$ cat config.mk
export PLATFORM = sky130hd
export DESIGN_NAME = fir_mac_sched
export DESIGN_NICKNAME = d
export VERILOG_FILES = /design/src/rtl/fir_mac_sched.sv
export SDC_FILE = /design/constraint.sdc
export NUM_CORES = 1
export LEC_CHECK = 0
export CORE_MARGIN = 3
export CORE_UTILIZATION = 30
export CTS_CLUSTER_DIAMETER = 120
export DETAILED_ROUTE_END_ITERATION = 8
export PLACE_DENSITY = 0.54
export SLEW_MARGIN = 15
export SYNTH_ARGS = -nofsm -noshare
export SYNTH_HDL_FRONTEND = slang
export SYNTH_SLANG_ARGS = --single-unit
$ cat constraint.sdc
create_clock -name sys_clk -period 6.2 [get_ports sys_clk]
set_input_delay 0.93 -clock sys_clk [delete_from_list [all_inputs] [get_ports sys_clk]]
set_output_delay 0.93 -clock sys_clk [all_outputs]
set_load 0.005 [all_outputs]
$ cat src/rtl/fir_mac_sched.sv
// rtl/fir_mac_sched.sv - 3-tap FIR, one shared multiplier, one tap per cycle
// Optional output clipping to [-64,63] with out_sat: define FIR_MAC_SAT_EN.
module fir_mac_sched (
  input  logic              sys_clk,
  input  logic              sys_rst_n,
  input  logic              in_valid,
  input  logic signed [2:0] in_data,
  output logic              in_ready,
  input  logic              cfg_we,
  input  logic        [1:0] cfg_addr,
  input  logic signed [5:0] cfg_data,
  output logic              cfg_err,
  output logic              out_valid,
  input  logic              out_ready,
  output logic signed [6:0] out_data,
  output logic              out_sat
);

  typedef enum logic [2:0] {IDLE, MAC0, MAC1, MAC2, OUT} state_t;

  state_t state, state_nxt;

  logic signed [2:0]  x0, x1, x2;
  logic signed [5:0]  c0, c1, c2;
  logic signed [10:0] acc;
  logic signed [2:0]  mul_x;
  logic signed [5:0]  mul_c;
  logic signed [8:0]  prod;
  logic signed [10:0] acc_sum;
  logic        [6:0]  res_data;
  logic               res_sat;
  logic               accept;
  logic               cfg_ok;

  assign in_ready = (state == IDLE);
  assign accept   = in_valid && in_ready;
  assign cfg_ok   = (state == IDLE) && (cfg_addr != 2'd3);

  always_comb begin
    state_nxt = state;
    case (state)
      IDLE:    if (in_valid) state_nxt = MAC0;
      MAC0:    state_nxt = MAC1;
      MAC1:    state_nxt = MAC2;
      MAC2:    state_nxt = OUT;
      OUT:     if (out_ready) state_nxt = IDLE;
      default: state_nxt = IDLE;
    endcase
  end

  // The MAC state selects which tap feeds the shared multiplier.
  always_comb begin
    mul_x = '0;
    mul_c = '0;
    case (state)
      MAC0:    begin mul_x = x0; mul_c = c0; end
      MAC1:    begin mul_x = x1; mul_c = c1; end
      MAC2:    begin mul_x = x2; mul_c = c2; end
      default: begin mul_x = '0; mul_c = '0; end
    endcase
  end

  assign prod    = $signed({{6{mul_x[2]}}, mul_x}) * $signed({{3{mul_c[5]}}, mul_c});
  assign acc_sum = acc + $signed({{2{prod[8]}}, prod});

`ifdef FIR_MAC_SAT_EN
  always_comb begin
    res_data = acc_sum[6:0];
    res_sat  = 1'b0;
    if (acc_sum > 11'sd63) begin
      res_data = 7'h3F;
      res_sat  = 1'b1;
    end else if (acc_sum < -11'sd64) begin
      res_data = 7'h40;
      res_sat  = 1'b1;
    end
  end
`else
  always_comb begin
    res_data = acc_sum[6:0];
    res_sat  = 1'b0;
  end
`endif

  always_ff @(posedge sys_clk or negedge sys_rst_n) begin
    if (!sys_rst_n) begin
      state     <= IDLE;
      x0        <= '0;
      x1        <= '0;
      x2        <= '0;
      acc       <= '0;
      c0        <= 6'sd8;
      c1        <= 6'sd5;
      c2        <= 6'sd10;
      out_valid <= 1'b0;
      out_data  <= '0;
      out_sat   <= 1'b0;
      cfg_err   <= 1'b0;
    end else begin
      state   <= state_nxt;
      cfg_err <= 1'b0;
      // A write landing on the accepting edge is seen by that sample's MAC0.
      if (cfg_we) begin
        if (cfg_ok) begin
          case (cfg_addr)
            2'd0:    c0 <= cfg_data;
            2'd1:    c1 <= cfg_data;
            default: c2 <= cfg_data;
          endcase
        end else begin
          cfg_err <= 1'b1;
        end
      end
      if (accept) begin
        x2  <= x1;
        x1  <= x0;
        x0  <= in_data;
        acc <= '0;
      end
      if (state == MAC0 || state == MAC1 || state == MAC2) acc <= acc_sum;
      if (state == MAC2) begin
        out_valid <= 1'b1;
        out_data  <= $signed(res_data);
        out_sat   <= res_sat;
      end else if (state == OUT && out_ready) begin
        out_valid <= 1'b0;
      end
    end
  end

endmodule

* After elaboration in Yosys (flattened, before gate mapping)
Index checks and enable logic that the tools add are counted.
** Cells by class
- Reductions and logical operators :: 14
- Multipliers :: 1
- Add/sub/neg operators :: 1
- Muxes and demuxes :: 11
- Bitwise operators :: 1
- Eq/ne operators :: 8
** Operators with widths (number)
- 2-to-1 mux 11 bit :: 2
- case mux 6 bit (3 select lines) :: 1
- case mux 3 bit (5 select lines) :: 1
- adder 11 x 9 -> 11 bit :: 1
- multiplier 3 x 6 -> 9 bit :: 1
- case mux 3 bit (3 select lines) :: 1
- AND reduction 3 bit :: 3
- == test 3 x 2 -> 1 bit (second input constant) :: 2
- 2-to-1 mux 3 bit :: 2
- != test 2 bit (second input constant) :: 3
- 2-to-1 mux 1 bit :: 4
- nonzero test 2 bit :: 2
- == test 3 x 1 -> 1 bit (second input constant) :: 1
- == test 3 bit (second input constant) :: 1
- logical AND 1 bit :: 3
- logical NOT 3 bit :: 1
- == test 2 x 1 -> 1 bit (second input constant) :: 1
- logical NOT 2 bit :: 1
- logical OR 1 bit :: 2
- AND reduction 2 bit :: 1
- OR reduction 2 bit :: 1
- NOT 1 bit :: 1
** Storage, ports and cells
- Register bits after elaboration :: 50
- Input port bits :: 16
- Logic and storage cells :: 47
- Output and inout port bits :: 11

* Depth between registers and ports, before layout
- Depth after elaboration :: 5
- Depth in mapped cells :: 20
- Depth with buffers taken out :: 17

* Worst setup path after synthesis
Ideal clock, no wire load.
- Path type :: register to register
- Start point :: register state[0]
- End point :: register acc[6]
- Clock period less this slack :: 4.394 ns
- Path buffers :: 2
- Arrival time :: 4.312 ns
- Cell stages (with the launch flop) :: 20
- Required time :: 6.117 ns
- Library setup time :: 0.083 ns
- Setup slack :: 1.806 ns
- Cells stage by stage :: dfrtp_1 > buf_4 > buf_2 > mux2_2 > a22oi_1 > or2_2 > nand2b_1 > fa_1 > fa_1 > fa_1 > inv_1 > ha_1 > inv_1 > fa_1 > inv_1 > a21o_1 > a21oi_1 > xnor2_1 > xnor3_1 > o22ai_1
** On the way
- Word-level cells in the longest chain between the ends :: 5
- Elaborated cells on any way between the ends :: 13
- Classes of those cells :: 1 x add/sub; 1 x mul; 3 x eq/ne; 3 x mux; 5 x reduce/logical
** RTL lines
- start, declared :: line 21 : state_t state, state_nxt;
- start signal, assigned :: line 100 : state <= state_nxt;
- == test 3 x 2 -> 1 bit / == test 3 x 1 -> 1 bit (equally long branches) :: line 55, 120
- case mux 3 bit (3 select lines) / case mux 6 bit (3 select lines) (equally long branches) :: line 55 : case (state)
- multiplier 3 x 6 -> 9 bit :: line 63 : assign prod = $signed({{6{mul_x[2]}}, mul_x}) * $signed({{3{mul_c[5]}}, mul_c});
- adder 11 x 9 -> 11 bit :: line 64 : assign acc_sum = acc + $signed({{2{prod[8]}}, prod});
- 2-to-1 mux 11 bit :: line 120 : if (state == MAC0 || state == MAC1 || state == MAC2) acc <= acc_sum;
- end signal, assigned :: line 120
- end, declared :: line 25 : logic signed [10:0] acc;
Parallel ways exist; a longest one is shown, timed or not.
A chain may end at the register's enable or synchronous reset.

* Final worst setup path
- Start point :: register state[1]
- End point :: register acc[6]
Same word-level chain as after synthesis.

==> out/metrics.csv <==
stage,metric,value,unit
critical_path,r2r_end,acc[6],
route,drt_pre_antenna_iters,4,
cells_and_area,final_cells,350,
critical_path,worst_ep_required_time,6410,ps
yosys,yosysTopAreaCellShare,0.395,
floorplanning,num_rows,33,
grt,grt_max_degree,47,
worst_hold_path,min_from,out_data[3],
critical_path,start_kind,flip-flop,
yosys,ys_top_cells_by_count,"41 x dfrtp_1, 33 x mux2_1, 18 x nand2_1",
sta,slew_headroom,0.312,
critical_path,r2r_start,state[1],
pwr,clkPwrFrac,0.126,
cells_and_area,design_area,3030,um^2
pwr,power_density,593,nW/um^2
sta,setup_violations,0,
floorplanning,die_w,99.1,um
grt,grtUsageTotal,0.105,
route,post-route-drc-count,0,
sta,fin_crit,5090,ps
sta,finClkSkew,8.92,ps
place,hpwl,3520,um
floorplanning,die_area,9820,um^2
sta,fmax,197,MHz
grt,grt_pass1_wl,8240,um
critical_path,crit_type,reg -> reg,
floorplanning,core-area,8300,um^2
pwr,p_leak,1.33,nW
sta,setup_ws,1110,ps
status,run_status,"complete, no violations",
critical_path,cp_max_fo,16,
yosys,synthArstFlopShare,1.00,
clocking,numCtsBuffers,5,
worst_hold_path,hp-class,reg -> reg,
pwr,design_power_total,1.79,mW
clocking,cts.clk_slew.worst_paths,80,ps
cells_and_area,drive_above_1_share,0.106,
yosys,synth_edf_count,0,
place,place_worst_setup_slack,1080,ps
yosys,yosys_warnings,0,
route,viasPerCell,4.69,
floorplanning,die_y,99.1,um
clocking,cts-root-buf,clkbuf_8,
cells_and_area,fillCellCount,836,
clocking,cts_tree,done,
floorplanning,io_pins,27,
grt,grt_overflow,0,
clocking,htreeDepth,2,
sta,tightest_slew,1030,ps
cells_and_area,area_growth,16.4,%
clocking,clock-sinks,46,
sta,whs,483,ps
place,port_buffers,25,
cells_and_area,nets,281,
worst_hold_path,whs_path_depth,2,
clocking,hold_buffers,0,
pwr,switchingPower,715,uW
critical_path,r2r_setup_slack,1110,ps
sta,setup_tns,0,ps
yosys,ys_types,38,
yosys,syn_inst,223,
place,gp_congestion,0.750,
yosys,ys_top_cells_by_area,"dfrtp_1 39%, mux2_1 14%, fa_1 7.7%",
yosys,yosysTopAreaCell,dfrtp_1,
yosys,ys_ff_latch,46,
sta,final-hold-violation-count,0,
place,place_area,2920,um^2
grt,antenna_found_initial,0,
sta,period_share,0.820,
sta,rsz0062_at_grt,false,
sta,report.final.slew_viol_count,0,
worst_hold_path,whs_endpoint,out_data[3],
clocking,postCtsSetupBuffers,0,
clocking,clk_latency,300,ps
yosys,synth_ff_type,dfrtp_1,
route,ant_nets,0,
flow_run,drv_cap,0,
pwr,p_int,1.08,mW
place,dp_cells,342,
critical_path,arrival,5300,ps
critical_path,crit_start,state[1],
grt,grt_pass1_vias,1698,
critical_path,worstRegToRegCells,17,
cells_and_area,final_util,0.365,
route,num_vias,1643,
yosys,synthMostInstantiatedCell,dfrtp_1,
yosys,syn-num-nets,260,
pwr,ir_drop,0.000178,V
cells_and_area,antennaDiodeCount,0,
pwr,combinationalPowerShare,0.558,
clocking,clock_path_buffers,2,
route,avgRoutedWirePerCell,13.7,um
yosys,avgSynthCellArea,11.7,um^2
route,drt_wl_total,4790,um
pwr,pwr-share-seq,0.317,
yosys,syn-cell-area,2600,um^2
yosys,ys_seq_area_frac,0.445,
critical_path,cp-end-kind,flip-flop,
clocking,cts_resized,0,
pwr,switching_share,0.398,
floorplanning,initial_utilization,0.313,
route,drtIter0Drc,105,
## worst max path at each step
stage,end,slack (ps)
floorplan,acc[6],1810
global placement,acc[6],1250
detailed placement,acc[6],1080
CTS,acc[6],1070
global route,acc[6],690
finish,acc[6],1110
## registers in the layout, indices dropped and copies added (netlist names)
| register | flops |
|---|---|
| c0 | 6 |
| x2 | 3 |
| c1 | 6 |
| out_valid | 1 |
| out_data | 7 |
| x1 | 3 |
| x0 | 3 |
| state | 3 |
| acc | 7 |
| cfg_err | 1 |
| c2 | 6 |
## critical path, stage by stage, from the launching register on
cell	delay (ps)
dfrtp_1	580
nor2b_1	620
a22oi_1	180
or2_1	330
nand2b_1	200
fa_1	560
fa_1	440
fa_1	510
inv_1	40
ha_1	190
inv_1	70
fa_1	190
inv_1	50
a21o_1	170
a21oi_1	170
xnor2_1	160
xnor3_1	360
o22ai_1	170
## metal layers
metal / track usage / share of wire / vias up
met5: 0 / 0 / -
met4: 0.0315 / 0.012 / 0
met3: 0.0266 / 0.043 / 5
met2: 0.148 / 0.43 / 28
met1: 0.158 / 0.51 / 811
li1: - / - / 799
## power by group through the flow
| stage | Sequential (mW) | Clock, mW | Combinational [mW] |
|---|---|---|---|
| floorplan | 0.530 | 0 | 0.822 |
| global placement | 0.575 | 0 | 1.00 |
| detailed placement | 0.577 | 0 | 1.01 |
| CTS | 0.571 | 0.233 | 1.02 |
| global route | 0.596 | 0.247 | 1.14 |
| finish | 0.568 | 0.225 | 1.00 |
## cell type report
| class | count | area, um^2 | area share |
|---|---|---|---|
| Clock buffer | 6 | 72.6 | 0.0240 |
| Sequential cell | 46 | 1160 | 0.382 |
| Tap cell | 105 | 131 | 0.0434 |
| Inverter | 10 | 37.5 | 0.0124 |
| Clock inverter | 2 | 37.5 | 0.0124 |
| Timing Repair Buffer | 26 | 253 | 0.0835 |
| Multi-Input combinational cell | 155 | 1340 | 0.442 |
## kinds of logic (layout without fill, tap and decap cells)
group           count (synthesis)  count (layout)  share of synthesized area
simple gates                   59              59                      0.110
flops                          46              46                      0.445
mux                            39              39                      0.169
compound gates                 26              26                     0.0683
buf+inv                        22              44                     0.0404
fa+ha+maj                      21              21                      0.130
xor+xnor                        9               9                     0.0356
other cells                     1               1                    0.00144
## cell usage in the layout, fill, tap and decap left out, types with 6 or more instances in the layout
cell	netlist	routed
clkdlybuf4s50_1	0	24
nor3_1	8	8
mux2_1	33	33
dfrtp_1	41	41
mux2_2	6	6
xnor2_1	6	6
fa_1	10	10
a22oi_1	7	7
inv_1	10	10
nand2_1	18	18
nor2_1	16	16
ha_1	11	11
Note: power is estimated with default switching activity, not from simulation.
==> edit: new RTL, config.mk and constraints unchanged <==
The option `FIR_MAC_SAT_EN` is turned on by a define.
--- a/src/rtl/fir_mac_sched.sv
+++ b/src/rtl/fir_mac_sched.sv
@@ -2,2 +2,4 @@
 // Optional output clipping to [-64,63] with out_sat: define FIR_MAC_SAT_EN.
+`define FIR_MAC_SAT_EN
+
 module fir_mac_sched (
Behaviour: not the same (a bounded check fails within 10 cycles, from zero or initial values and one cycle with sys_rst_n low).
==> edit against the unedited design <==
  * Worst setup slack got worse by 0.37 ns
  * Wire length rose by 35%
  * Global-route usage rose by 1.5 points
  * Area after synthesis rose by 25%
  * Largest cell class unchanged
  * Critical path type unchanged
  * Critical path depth fell by 2
  * Sequential cell count rose by 5
  * First-iteration DRC count fell by 23%
  * Design area rose by 24%
Power is left out: the tool's default activity adds up to more than one toggle a clock period on the data nets, which glitch-free logic cannot reach.
==> edit: results (changes against the unedited design) <==
hpwl_mm: 4.93  # was 3.52 mm
cp_top_family: "adder cells"  # unchanged
slew_headroom: 0.409  # was 0.312
fin_nets: 369  # was 281
worstPathMaxFanout: 10  # was 16
slowest_delay_ns: 0.58  # was 0.62 ns
clkTransAtPathRegs_ns: 0.10  # was 0.08 ns
grt_start_max_net_pins: 52  # was 47
routed_via_density: 4.70  # was 4.69
numCtsBuffers: 5  # unchanged
clkLatencyLatePin_ns: 0.31
clk_path_buf_depth: 2  # unchanged
clock_skew_ns: 0.0105  # was 0.00892 ns
fillers: 1064  # was 836
synth-seq-area-share: 0.395  # was 0.445
cts_max_level: 2  # unchanged
place_ws_ns: 0.747  # was 1.08 ns
drive_above_1_share: 0.208  # was 0.106
antennaDiodeCount: 0  # unchanged
postSynth.asyncResetShare: 1.00  # unchanged
top_regs: "acc x11, out_data x7"  # was acc x7, out_data x7
grt_pass1_wl_mm: 11.5  # was 8.24 mm
cp_slowest_cell: "dfrtp_1"  # was nor2b_1
cp.arrival_ns: 5.66  # was 5.30 ns
ys_types: 45  # was 38
netlist_top_cells_count: "46 x dfrtp_1, 37 x mux2_2, 31 x nand2_1"  # was 41 x dfrtp_1, 33 x mux2_1, 18 x nand2_1
synth_fp_nets: 345  # was 260
routabilityCongestion: 0.747  # was 0.750
track_usage: 0.121  # was 0.105
grt_pass1_vias: 2270  # was 1698
drtIter0Drc: 81  # was 105
port_buffers: 26  # was 25
post_cts_resized: 0  # unchanged
antenna_found_initial: 0  # unchanged
finalSetupViolations: 0  # unchanged
drt-total-wl_mm: 6.45  # was 4.79 mm
status: "finished, final reports clean"  # unchanged
hp-class: "flop to flop"  # unchanged
maxSlewViolCount: 0  # unchanged
cts-root-buf: "clkbuf_8"  # unchanged
synth_area_leaders: "dfrtp_1 35%, mux2_2 13%, fa_1 9.2%"  # was dfrtp_1 39%, mux2_1 14%, fa_1 7.7%
drt-pass1-iter-count: 6  # was 4
yosysWarnings: 0  # unchanged
cts_setup_buffers: 0  # unchanged
-- edit: worst register-to-register path: cells and delay by family, from the launching register on --
kind            cells  cell delay [ns]
flops               1             0.58
xor+xnor            1             0.26
simple gates        2             0.88
fa+ha+maj           5             2.17
compound gates      6             1.42
buf+inv             1             0.04
-- edit: cell families (layout without fill, tap and decap cells) --
kind of cell             count (synthesis)  after routing  synth area share
multiplexers                            37             37             0.128
XOR/XNOR                                11             11            0.0378
AND/OR/NAND/NOR                         84             84             0.123
buffers and inverters                   25             50            0.0301
flip-flops                              51             51             0.395
adder cells (fa/ha/maj)                 36             36             0.173
AO/OA/AOI/OAI                           49             49             0.113
-- edit: final cells by class --
class                   instances  area, sq um  share of cell area
repair buffers                 29          278              0.0743
flip-flops and latches         51         1280               0.343
inverters                      13         48.8              0.0131
multi-input cells             217         1870               0.499
clock inverters                 3         23.8             0.00636
well taps                     136          170              0.0455
clock buffers                   5         68.8              0.0184
-- edit: metrics by stage --
stage          cell area [sq um]  utilization  cells
2_1_floorplan               3250            -    293
3_3_place_gp                3650        0.350    446
3_5_place_dp                3650        0.350    446
4_1_cts                     3740        0.359    454
5_1_grt                     3740        0.359    454
6_report                    3740        0.359    454
-- edit: metal layers --
layer	track usage	share of wire	vias to the layer above
met1	0.167	0.50	1043
met5	0	0	-
met4	0.0321	0.011	0
met3	0.0186	0.017	5
met2	0.197	0.47	18
li1	-	-	1069
-- edit: path summary, 6_finish.rpt --
check,start,to,slack [ns],cells after the start
min in group asynchronous,sys_rst_n,out_data[6],0.71,2
hold reg to reg,out_sat,out_sat,0.51,2
setup / recovery,state[1],out_data[1],0.74,15
max in group asynchronous,sys_rst_n,c2[2],5.05,2
setup reg to reg,state[1],out_data[1],0.74,15
hold / removal,out_sat,out_sat,0.51,2
